File: config.mk
export PLATFORM = sky130hd
export DESIGN_NAME = seq_alu
export DESIGN_NICKNAME = d
export VERILOG_FILES = /design/src/rtl/seq_alu.sv
export SDC_FILE = /design/constraint.sdc
export NUM_CORES = 1
export LEC_CHECK = 0
export CAP_MARGIN = 40
export CORE_MARGIN = 1.5
export CORE_UTILIZATION = 62
export CTS_BUF_LIST = sky130_fd_sc_hd__clkbuf_16
export DETAILED_ROUTE_END_ITERATION = 16
export PLACE_DENSITY = 0.95
export SYNTH_ARGS = -nofsm -noshare
export SYNTH_HDL_FRONTEND = slang
export SYNTH_SLANG_ARGS = --single-unit
File: constraint.sdc
create_clock -name clk -period 10.9 [get_ports clk]
set_input_delay 2.18 -clock clk [delete_from_list [all_inputs] [get_ports clk]]
set_output_delay 2.18 -clock clk [all_outputs]
set_load 0.01 [all_outputs]
File: src/rtl/seq_alu.sv
// Handshaked sequential ALU: single-cycle add-class ops, iterative shift-add multiply.
// Define SEQ_ALU_DIV_EN to add opcode 0110 DIVU (restoring divide, quotient/remainder).
module seq_alu #(
  parameter  int WIDTH = 8,
  localparam int CNT_W = $clog2(WIDTH + 1)
) (
  input  logic             clk,
  input  logic             rst,
  input  logic             in_valid,
  output logic             in_ready,
  input  logic [7:0]       inst,
  input  logic [WIDTH-1:0] ra,
  input  logic [WIDTH-1:0] rb,
  output logic             out_valid,
  input  logic             out_ready,
  output logic [WIDTH-1:0] rd,
  output logic [WIDTH-1:0] rd_hi,
  output logic [7:0]       flags
);

  localparam logic [1:0] S_IDLE = 2'd0;
  localparam logic [1:0] S_MUL  = 2'd1;
  localparam logic [1:0] S_DONE = 2'd2;
`ifdef SEQ_ALU_DIV_EN
  localparam logic [1:0] S_DIV  = 2'd3;
  localparam logic [3:0] OP_DIVU = 4'b0110;
`endif

  localparam logic [3:0] OP_INC  = 4'b1000;
  localparam logic [3:0] OP_DEC  = 4'b1001;
  localparam logic [3:0] OP_ADD  = 4'b1010;
  localparam logic [3:0] OP_SUB  = 4'b1011;
  localparam logic [3:0] OP_MULU = 4'b0100;
  localparam logic [3:0] OP_MULS = 4'b0101;

  localparam int PW = 2 * WIDTH;

  function automatic logic [7:0] pack_flags(input logic c, input logic z, input logic n,
                                            input logic v, input logic d);
    return {3'b000, d, v, n, z, c};
  endfunction

  function automatic logic [WIDTH:0] add_fn(input logic [WIDTH-1:0] a, input logic [WIDTH-1:0] b,
                                            input logic cin);
    return {1'b0, a} + {1'b0, b} + {{WIDTH{1'b0}}, cin};
  endfunction

  // The most-negative value negates to itself, which read unsigned is the correct magnitude.
  function automatic logic [WIDTH-1:0] magnitude(input logic signed [WIDTH-1:0] x,
                                                 input logic is_signed);
    return (is_signed && x[WIDTH-1]) ? $unsigned(-x) : $unsigned(x);
  endfunction

  function automatic logic [7:0] mul_flags(input logic [PW-1:0] p, input logic is_signed);
    logic z, fits;
    z    = (p == '0);
    fits = (&p[PW-1:WIDTH-1]) || !(|p[PW-1:WIDTH-1]);
    if (is_signed) return pack_flags(1'b0, z, p[PW-1], !fits, 1'b0);
    else           return pack_flags(|p[PW-1:WIDTH], z, 1'b0, 1'b0, 1'b0);
  endfunction

  logic [1:0]       state_q, state_d;
  logic [CNT_W-1:0] cnt_q, cnt_d;
  logic [PW-1:0]    acc_q, acc_d;
  logic [PW-1:0]    mcand_q, mcand_d;
  logic [WIDTH-1:0] mplier_q, mplier_d;
  logic             neg_q, neg_d;
  logic             muls_q, muls_d;
  logic [WIDTH-1:0] rd_q, rd_d;
  logic [WIDTH-1:0] rd_hi_q, rd_hi_d;
  logic [7:0]       flags_q, flags_d;

  logic [3:0]       op;
  logic [WIDTH-1:0] add_b;
  logic             add_cin;
  logic [WIDTH:0]   add_sum;
  logic             add_v;
  logic             op_signed;
  logic [PW-1:0]    mul_step;
  logic [PW-1:0]    mul_prod;
  logic             last_iter;
  logic             unused_inst;

  assign op          = inst[7:4];
  assign unused_inst = ^inst[3:0];
  assign op_signed   = (op == OP_MULS);

  always_comb begin
    add_b   = '0;
    add_cin = 1'b0;
    case (op)
      OP_INC:  add_cin = 1'b1;
      OP_DEC:  add_b   = '1;
      OP_ADD:  add_b   = rb;
      OP_SUB: begin
        add_b   = ~rb;
        add_cin = 1'b1;
      end
      default: ;
    endcase
  end

  assign add_sum = add_fn(ra, add_b, add_cin);
  assign add_v   = (ra[WIDTH-1] == add_b[WIDTH-1]) && (add_sum[WIDTH-1] != ra[WIDTH-1]);

  assign mul_step  = acc_q + (mplier_q[0] ? mcand_q : '0);
  assign mul_prod  = neg_q ? (~mul_step + PW'(1)) : mul_step;
  assign last_iter = (cnt_q == CNT_W'(WIDTH - 1));

`ifdef SEQ_ALU_DIV_EN
  // Trial subtract on the shifted-in remainder; the borrow bit decides the quotient bit.
  logic [WIDTH:0] div_trial;
  logic [PW-1:0]  div_step;
  assign div_trial = acc_q[PW-1:WIDTH-1] - {1'b0, mcand_q[WIDTH-1:0]};
  assign div_step  = div_trial[WIDTH] ? {acc_q[PW-2:0], 1'b0}
                                      : {div_trial[WIDTH-1:0], acc_q[WIDTH-2:0], 1'b1};
`endif

  always_comb begin
    state_d  = state_q;
    cnt_d    = cnt_q;
    acc_d    = acc_q;
    mcand_d  = mcand_q;
    mplier_d = mplier_q;
    neg_d    = neg_q;
    muls_d   = muls_q;
    rd_d     = rd_q;
    rd_hi_d  = rd_hi_q;
    flags_d  = flags_q;
    case (state_q)
      S_IDLE: begin
        if (in_valid) begin
          case (op)
            OP_INC, OP_DEC, OP_ADD, OP_SUB: begin
              rd_d    = add_sum[WIDTH-1:0];
              rd_hi_d = '0;
              flags_d = pack_flags(add_sum[WIDTH], add_sum[WIDTH-1:0] == '0,
                                   add_sum[WIDTH-1], add_v, 1'b0);
              state_d = S_DONE;
            end
            OP_MULU, OP_MULS: begin
              muls_d   = op_signed;
              neg_d    = op_signed && (ra[WIDTH-1] ^ rb[WIDTH-1]);
              acc_d    = '0;
              mcand_d  = {{WIDTH{1'b0}}, magnitude(ra, op_signed)};
              mplier_d = magnitude(rb, op_signed);
              cnt_d    = '0;
              state_d  = S_MUL;
            end
`ifdef SEQ_ALU_DIV_EN
            OP_DIVU: begin
              if (rb == '0) begin
                rd_d    = '1;
                rd_hi_d = ra;
                flags_d = pack_flags(1'b0, 1'b0, 1'b0, 1'b0, 1'b1);
                state_d = S_DONE;
              end else begin
                acc_d   = {{WIDTH{1'b0}}, ra};
                mcand_d = {{WIDTH{1'b0}}, rb};
                cnt_d   = '0;
                state_d = S_DIV;
              end
            end
`endif
            default: begin
              rd_d    = '0;
              rd_hi_d = '0;
              flags_d = '0;
              state_d = S_DONE;
            end
          endcase
        end
      end
      S_MUL: begin
        acc_d    = mul_step;
        mcand_d  = {mcand_q[PW-2:0], 1'b0};
        mplier_d = {1'b0, mplier_q[WIDTH-1:1]};
        cnt_d    = cnt_q + CNT_W'(1);
        if (last_iter) begin
          cnt_d   = '0;
          rd_d    = mul_prod[WIDTH-1:0];
          rd_hi_d = mul_prod[PW-1:WIDTH];
          flags_d = mul_flags(mul_prod, muls_q);
          state_d = S_DONE;
        end
      end
`ifdef SEQ_ALU_DIV_EN
      S_DIV: begin
        acc_d = div_step;
        cnt_d = cnt_q + CNT_W'(1);
        if (last_iter) begin
          cnt_d   = '0;
          rd_d    = div_step[WIDTH-1:0];
          rd_hi_d = div_step[PW-1:WIDTH];
          flags_d = pack_flags(1'b0, div_step[WIDTH-1:0] == '0, 1'b0, 1'b0, 1'b0);
          state_d = S_DONE;
        end
      end
`endif
      S_DONE: begin
        if (out_ready) state_d = S_IDLE;
      end
      default: state_d = S_IDLE;
    endcase
  end

  always_ff @(posedge clk or posedge rst) begin
    if (rst) begin
      state_q  <= S_IDLE;
      cnt_q    <= '0;
      acc_q    <= '0;
      mcand_q  <= '0;
      mplier_q <= '0;
      neg_q    <= 1'b0;
      muls_q   <= 1'b0;
      rd_q     <= '0;
      rd_hi_q  <= '0;
      flags_q  <= '0;
    end else begin
      state_q  <= state_d;
      cnt_q    <= cnt_d;
      acc_q    <= acc_d;
      mcand_q  <= mcand_d;
      mplier_q <= mplier_d;
      neg_q    <= neg_d;
      muls_q   <= muls_d;
      rd_q     <= rd_d;
      rd_hi_q  <= rd_hi_d;
      flags_q  <= flags_d;
    end
  end

  assign in_ready  = (state_q == S_IDLE);
  assign out_valid = (state_q == S_DONE);
  assign rd        = rd_q;
  assign rd_hi     = rd_hi_q;
  assign flags     = flags_q;

endmodule

==> results.yml, run 1 <==
clock_network:
  clk_pin_slew_ns: 0.05
  htreeDepth: 3
  cts_setup_buffers: 0
  clockBufferDepth: 2
  tritoncts: "built"
  cts_root_buffer: "clkbuf_16"
  ctsResizeCount: 0
  clock_latency_ns: 0.33
  cts_sinks: 68
  cts_made_buffers: 9
  cts_hold_buf: 0
drt:
  wirelength_mm: 12.18
  drt_iter0_markers: 322
  ant_nets: 0
  wl_per_cell_um: 17.29
  vias: 4483
  drcViolationCount: 0
  viasPerCell: 6.368
  first_pass_iters: 5
synthesis:
  yosysSeqAreaShare: 0.3470
  ys_seq_elements: 68
  yosys_warnings: 0
  syn_avg_cell_area_um2: 8.663
  syn_area_um2: 4903
  yosys.cell_count.top_type: "nand2_1"
  synth_common_cells: "nand2_1 (72), dfrtp_1 (68), o21ai_0 (56), nor2_1 (36), xnor2_1 (32)"
  synthTopCellsByArea: "dfrtp_1 (35%), ha_1 (6.6%), o21ai_0 (5.7%)"
  ys_async_sr_fraction: 1.000
  synth_edf_count: 0
  synthDistinctLibCells: 62
  syn-instance-count: 566
  yosysTopAreaCell: "dfrtp_1"
  ys.flop_type: "dfrtp_1"
  synth_top_area_frac: 0.3470
critical_path:
  cpLargestDelayFamily: "compound AO/OA/AOI/OAI gates"
  worst-setup-path-type: "input port to flop"
  path_cells: "clkdlybuf4s50_1, xnor2_1, nand2_1, fa_1, nor2b_1, o21ai_0, nand2_1, o211ai_1, a21oi_1, xnor2_1, o41ai_1, nor3_1, nand4_1, o311a_1"
  r2r-end: "flags[3]"
  worstSetupStartpoint: "inst[4]"
  rr_startpoint: "mplier_q[0]"
  crit_arrival_ns: 5.73
  r2r_cells: 13
  r2r_setup_slack_ns: 6.10
  path_depth: 14
  worst-path-buf-inv: 1
  cp.required_ns: 11.17
  startpoint_type: "input port"
  cp_slowest_stage_delay_ns: 0.87
  critPathMaxFanout: 14
  cpMaxStageDelayCell: "clkdlybuf4s50_1"
  critPathCaptureType: "flop"
timing:
  finalWorstSetupSlack_ns: 5.441
  hold_viol: 0
  totalNegativeSetupSlack_ns: 0
  max_slew_margin: 0.4005
  slew_violations: 0
  period_needed_ns: 5.459
  rsz0062_at_grt: "false"
  timing.fmax_mhz: 183.2
  skew_ns: 0.003571
  worst_pin_slew_ns: 0.8877
  setup_viol: 0
  timing.final.crit_share: 0.5008
job:
  max_cap_viol_count: 0
placed_design:
  dp_hpwl_mm: 8.858
  pre_cts_slack_ns: 5.197
  place_congestion: 0.8898
  port_buffers: 45
worst_hold_path:
  hold_class: "flop to flop"
  min_to: "rd_hi[2]"
  hold_path_depth: 2
  hold_start: "rd_hi[2]"
die:
  die_w_um: 91.93
  initial_core_util: 0.6379
  core_um2: 7687
  ios: 54
  die_y_um: 91.93
  die_area_um2: 8451
  rows: 32
pwr:
  p_int_w: 0.0008033
  clkPwrFrac: 0.177
  p_per_area_nw_per_um2: 250.0
  p_comb_frac: 0.529
  p_seq_frac: 0.295
  leakage_nw: 2.546
  swShare: 0.4329
  p_switching_w: 0.0006133
  vdd_drop_max_mv: 0.1273
global_routing:
  antenna_found_initial: 0
  first_global_vias: 4314
  grtUsageTotal: 0.3003
  grt_max_degree: 69
  grt_pass1_wl_mm: 20.02
  grt.overflow.total: 0
layout:
  area_growth_pct: 15.54
  final_core_util: 0.7370
  fillers: 549
  drive_above_1_share: 0.06146
  nets: 655
  antenna_cells: 0
outcome:
  outcome: "completed"
-- registers in the layout (all words and copies together), names as in the netlist --
signal	cells
acc_q	16
mcand_q	16
mplier_q	8
rd	8
rd_hi	8
cnt_q	4
flags	4
state_q	2
muls_q	1
neg_q	1
-- worst register-to-register path, stage by stage, from the launching register on --
cell and delay, ns:
dfrtp_1 0.53, and2_1 0.24, ha_1 0.22, fa_1 0.43
a211oi_2 0.30, nor2_1 0.11, xor2_1 0.22, or4_4 0.56
or3b_4 0.44, o41ai_1 0.57, xnor2_1 0.23, nand2_1 0.09
or4_4 0.45, o311a_1 0.30
-- routing by layer --
metal  share of wire  up-vias  track usage
met1            0.40     2123       0.3545
li1                -     2085            -
met4           0.041        0       0.1397
met5               0        -            0
met3           0.055       56      0.06468
met2            0.50      219       0.5191
-- power groups by stage --
stage / Sequential [W] / Combinational [W] / Clock, W
after detailed placement: 0.000418 / 0.000711 / 0
final: 0.000418 / 0.000749 / 0.000250
after global routing: 0.000430 / 0.000810 / 0.000265
after floorplan: 0.000404 / 0.000518 / 0
after global placement: 0.000411 / 0.000680 / 0
after CTS: 0.000417 / 0.000728 / 0.000252
-- cells in the final DEF, fill, tap and decap left out, types with 16 or more instances in the layout --
master and count:
dfrtp_1 68, nor2_1 36, ha_1 26, a21oi_1 23, xnor2_1 32, clkdlybuf4s50_1 45
o21ai_0 56, nand2_1 72, inv_1 16, a22o_1 16, and2_1 18, xor2_1 24
-- per-stage QoR --
stage / hold slack [ns] / total power (W) / std cells / cell area, um2
final: 0.4802 / 0.001417 / 704 / 5665
after global routing: 0.5072 / 0.001505 / 704 / 5665
after detailed placement: 0.4740 / 0.001129 / 688 / 5390
after floorplan: 0.4502 / 0.0009219 / 569 / 4915
after CTS: 0.4856 / 0.001397 / 703 / 5640
after global placement: 0.4627 / 0.001091 / 688 / 5390
-- final cells by class --
class | count | area (um2) | area share
Clock inverter | 6 | 25.02 | 0.004417
Inverter | 15 | 56.30 | 0.009938
Multi-Input combinational cell | 454 | 3024 | 0.5338
Clock buffer | 9 | 225.2 | 0.03975
Tap cell | 102 | 127.6 | 0.02253
Timing Repair Buffer | 50 | 505.5 | 0.08922
Sequential cell | 68 | 1702 | 0.3004
-- worst max path at each step --
| stage | end | slack (ns) |
|---|---|---|
| finish | flags[3] | 5.44 |
| detailed placement | flags[3] | 5.20 |
| global placement | flags[3] | 5.37 |
| global route | flags[3] | 5.21 |
| floorplan | flags[0] | 6.22 |
| CTS | flags[3] | 5.50 |
-- logic make-up (layout without fill, tap and decap cells) --
logic type / Yosys count / count (layout) / share of synthesized area
xor+xnor: 56 / 56 / 0.1000
fa+ha+maj: 29 / 29 / 0.07859
other cells: 1 / 4 / 0.0007648
simple gates: 199 / 199 / 0.2016
compound gates: 162 / 162 / 0.2248
mux: 4 / 4 / 0.008166
buf+inv: 47 / 80 / 0.03904
flops: 68 / 68 / 0.3470
Power figures use the tool's default switching activity.
==> inputs of run 2 (changes only) <==
Settings changed: CORE_UTILIZATION 62 to 52, PLACE_DENSITY 0.95 to 0.87.
Clock period 10.9 ns to 4.4 ns, I/O delays scaled along.
==> results.yml, run 2 (synthesized netlist as in run 1, its figures left out) <==
outcome:
  outcome: "completed"
drt:
  viasPerCell: 6.197
  vias: 4530
  first_pass_iters: 7
  drcViolationCount: 0
  wirelength_mm: 12.48
  wl_per_cell_um: 17.07
  ant_nets: 0
  drt_iter0_markers: 375
clock_network:
  cts_sinks: 68
  clk_pin_slew_ns: 0.05
  htreeDepth: 3
  cts_root_buffer: "clkbuf_16"
  clock_latency_ns: 0.33
  tritoncts: "built"
  cts_hold_buf: 0
  cts_made_buffers: 9
  clockBufferDepth: 2
timing:
  hold-worst-slack_ns: 0.4751
  max_slew_margin: 0.4341
  timing.fmax_mhz: 234.3
  hold_viol: 0
  setup_viol: 0
  worst_pin_slew_ns: 0.8489
  finalWorstSetupSlack_ns: 0.1316
  timing.final.crit_share: 0.9701
  slew_violations: 0
  period_needed_ns: 4.268
  skew_ns: 0.004590
pwr:
  vdd_drop_max_mv: 0.2676
  total_power_w: 0.003704
  swShare: 0.4238
  p_int_w: 0.002134
  p_seq_frac: 0.276
  p_per_area_nw_per_um2: 634.4
  p_switching_w: 0.001570
  clkPwrFrac: 0.168
  p_comb_frac: 0.556
  leakage_nw: 2.650
layout:
  final_core_util: 0.6348
  reg_top3: "acc_q: 16 flops, mcand_q: 16 flops"
  layout_commonest_cell: "nand2_1"
  final_cell_mix: "nand2_1 (72), dfrtp_1 (68), o21ai_0 (56)"
  area_growth_pct: 19.06
  nets: 673
  stdcell_area_um2: 5838
  drive_above_1_share: 0.1000
  antenna_cells: 0
die:
  die_area_um2: 10020
  ios: 54
  initial_core_util: 0.5332
  die_y_um: 100.1
  core_um2: 9196
  die_w_um: 100.1
  rows: 35
critical_path:
  cpMaxStageDelayCell: "or4_4"
  path_cells: "buf_4, and2_1, ha_1, o211ai_1, o21bai_1, xor2_1, or4_4, or3b_4, o41ai_2, xnor2_1, nand2_1, or4_4, o311a_1"
  cpMostUsedCell: "or4_4"
  worst-setup-path-type: "flop to flop"
  critPathCaptureType: "flop"
  startpoint_type: "flop"
  critPathMaxFanout: 15
  cp.required_ns: 4.61
  crit_arrival_ns: 4.48
  cp_slowest_stage_delay_ns: 0.51
worst_hold_path:
  hold_class: "flop to flop"
global_routing:
  antenna_found_initial: 0
  grt.overflow.total: 0
  grt_pass1_wl_mm: 21.22
  first_global_vias: 4562
  grtUsageTotal: 0.2681
  grt_max_degree: 46
placed_design:
  pre_cts_slack_ns: 0.1111
  place_congestion: 0.9384
  placed_area_um2: 5514
  port_buffers: 45
  dp_hpwl_mm: 9.162
job:
  max_cap_viol_count: 0
==> run 2: cell types whose count changed in the layout (fill, tap and decap cells not counted), moves of 2 or more <==
cell,delta
buf_4,+19
xnor2_1,-2
o41ai_2,+2
o41ai_1,-2
xnor2_2,+2
clkinv_1,-2
==> run 2: power by group through the flow <==
stage               clock network (W)  logic [W]  registers, W
floorplan                           0    0.00128       0.00100
global placement                    0    0.00183       0.00101
detailed placement                  0    0.00190       0.00102
CTS                          0.000632    0.00194       0.00102
global route                 0.000657    0.00226       0.00105
finish                       0.000623    0.00206       0.00102
==> run 2: final cells by class <==
| class | instances | area (um2) |
|---|---|---|
| fill | 746 | 3358 |
| clock inverter | 6 | 26.28 |
| sequential | 68 | 1702 |
| tap | 111 | 138.9 |
| clock buffer | 9 | 225.2 |
| inverter | 15 | 56.30 |
| multi-input combinational | 454 | 3067 |
| timing repair buffer | 68 | 623.1 |
==> run 2: path summary, 6_finish.rpt <==
path	from	to	slack [ns]	cells after the start
max in group asynchronous	rst	state_q[0]	2.46	3
worst min register to register	rd_hi[0]	rd_hi[0]	0.48	2
worst min-delay path	rd_hi[0]	rd_hi[0]	0.48	2
worst max register to register	mplier_q[0]	flags[3]	0.13	13
min in group asynchronous	rst	mplier_q[2]	1.01	2
worst max-delay path	mplier_q[0]	flags[3]	0.13	13
==> run 2: timing repair <==
| action | in CTS | in global routing |
|---|---|---|
| gates resized for setup | 0 | 7 |
| endpoints found under the setup margin | 0 | 3 |
| buffers inserted | 0 | 4 |
==> run 2: worst max-delay path, delay by kind of cell, from the launching register on <==
family          cells  cell delay (ns)
flops               1             0.39
xor+xnor            2             0.37
simple gates        5             1.66
compound gates      4             1.16
buf+inv             1             0.18
fa+ha+maj           1             0.39
==> run 2: routing by layer <==
layer / vias up / global-route usage / wire length, um
met5: - / 0 / 0
met4: 0 / 0.1495 / 512
met3: 53 / 0.04875 / 823
met2: 205 / 0.4642 / 6146
met1: 2163 / 0.3136 / 4993
li1: 2109 / - / -
==> run 2: per-stage QoR <==
stage,TNS (ns),cells
final,0,731
after global placement,0,712
after detailed placement,0,712
after CTS,0,727
after global routing,-0.04679,731
after floorplan,0,569
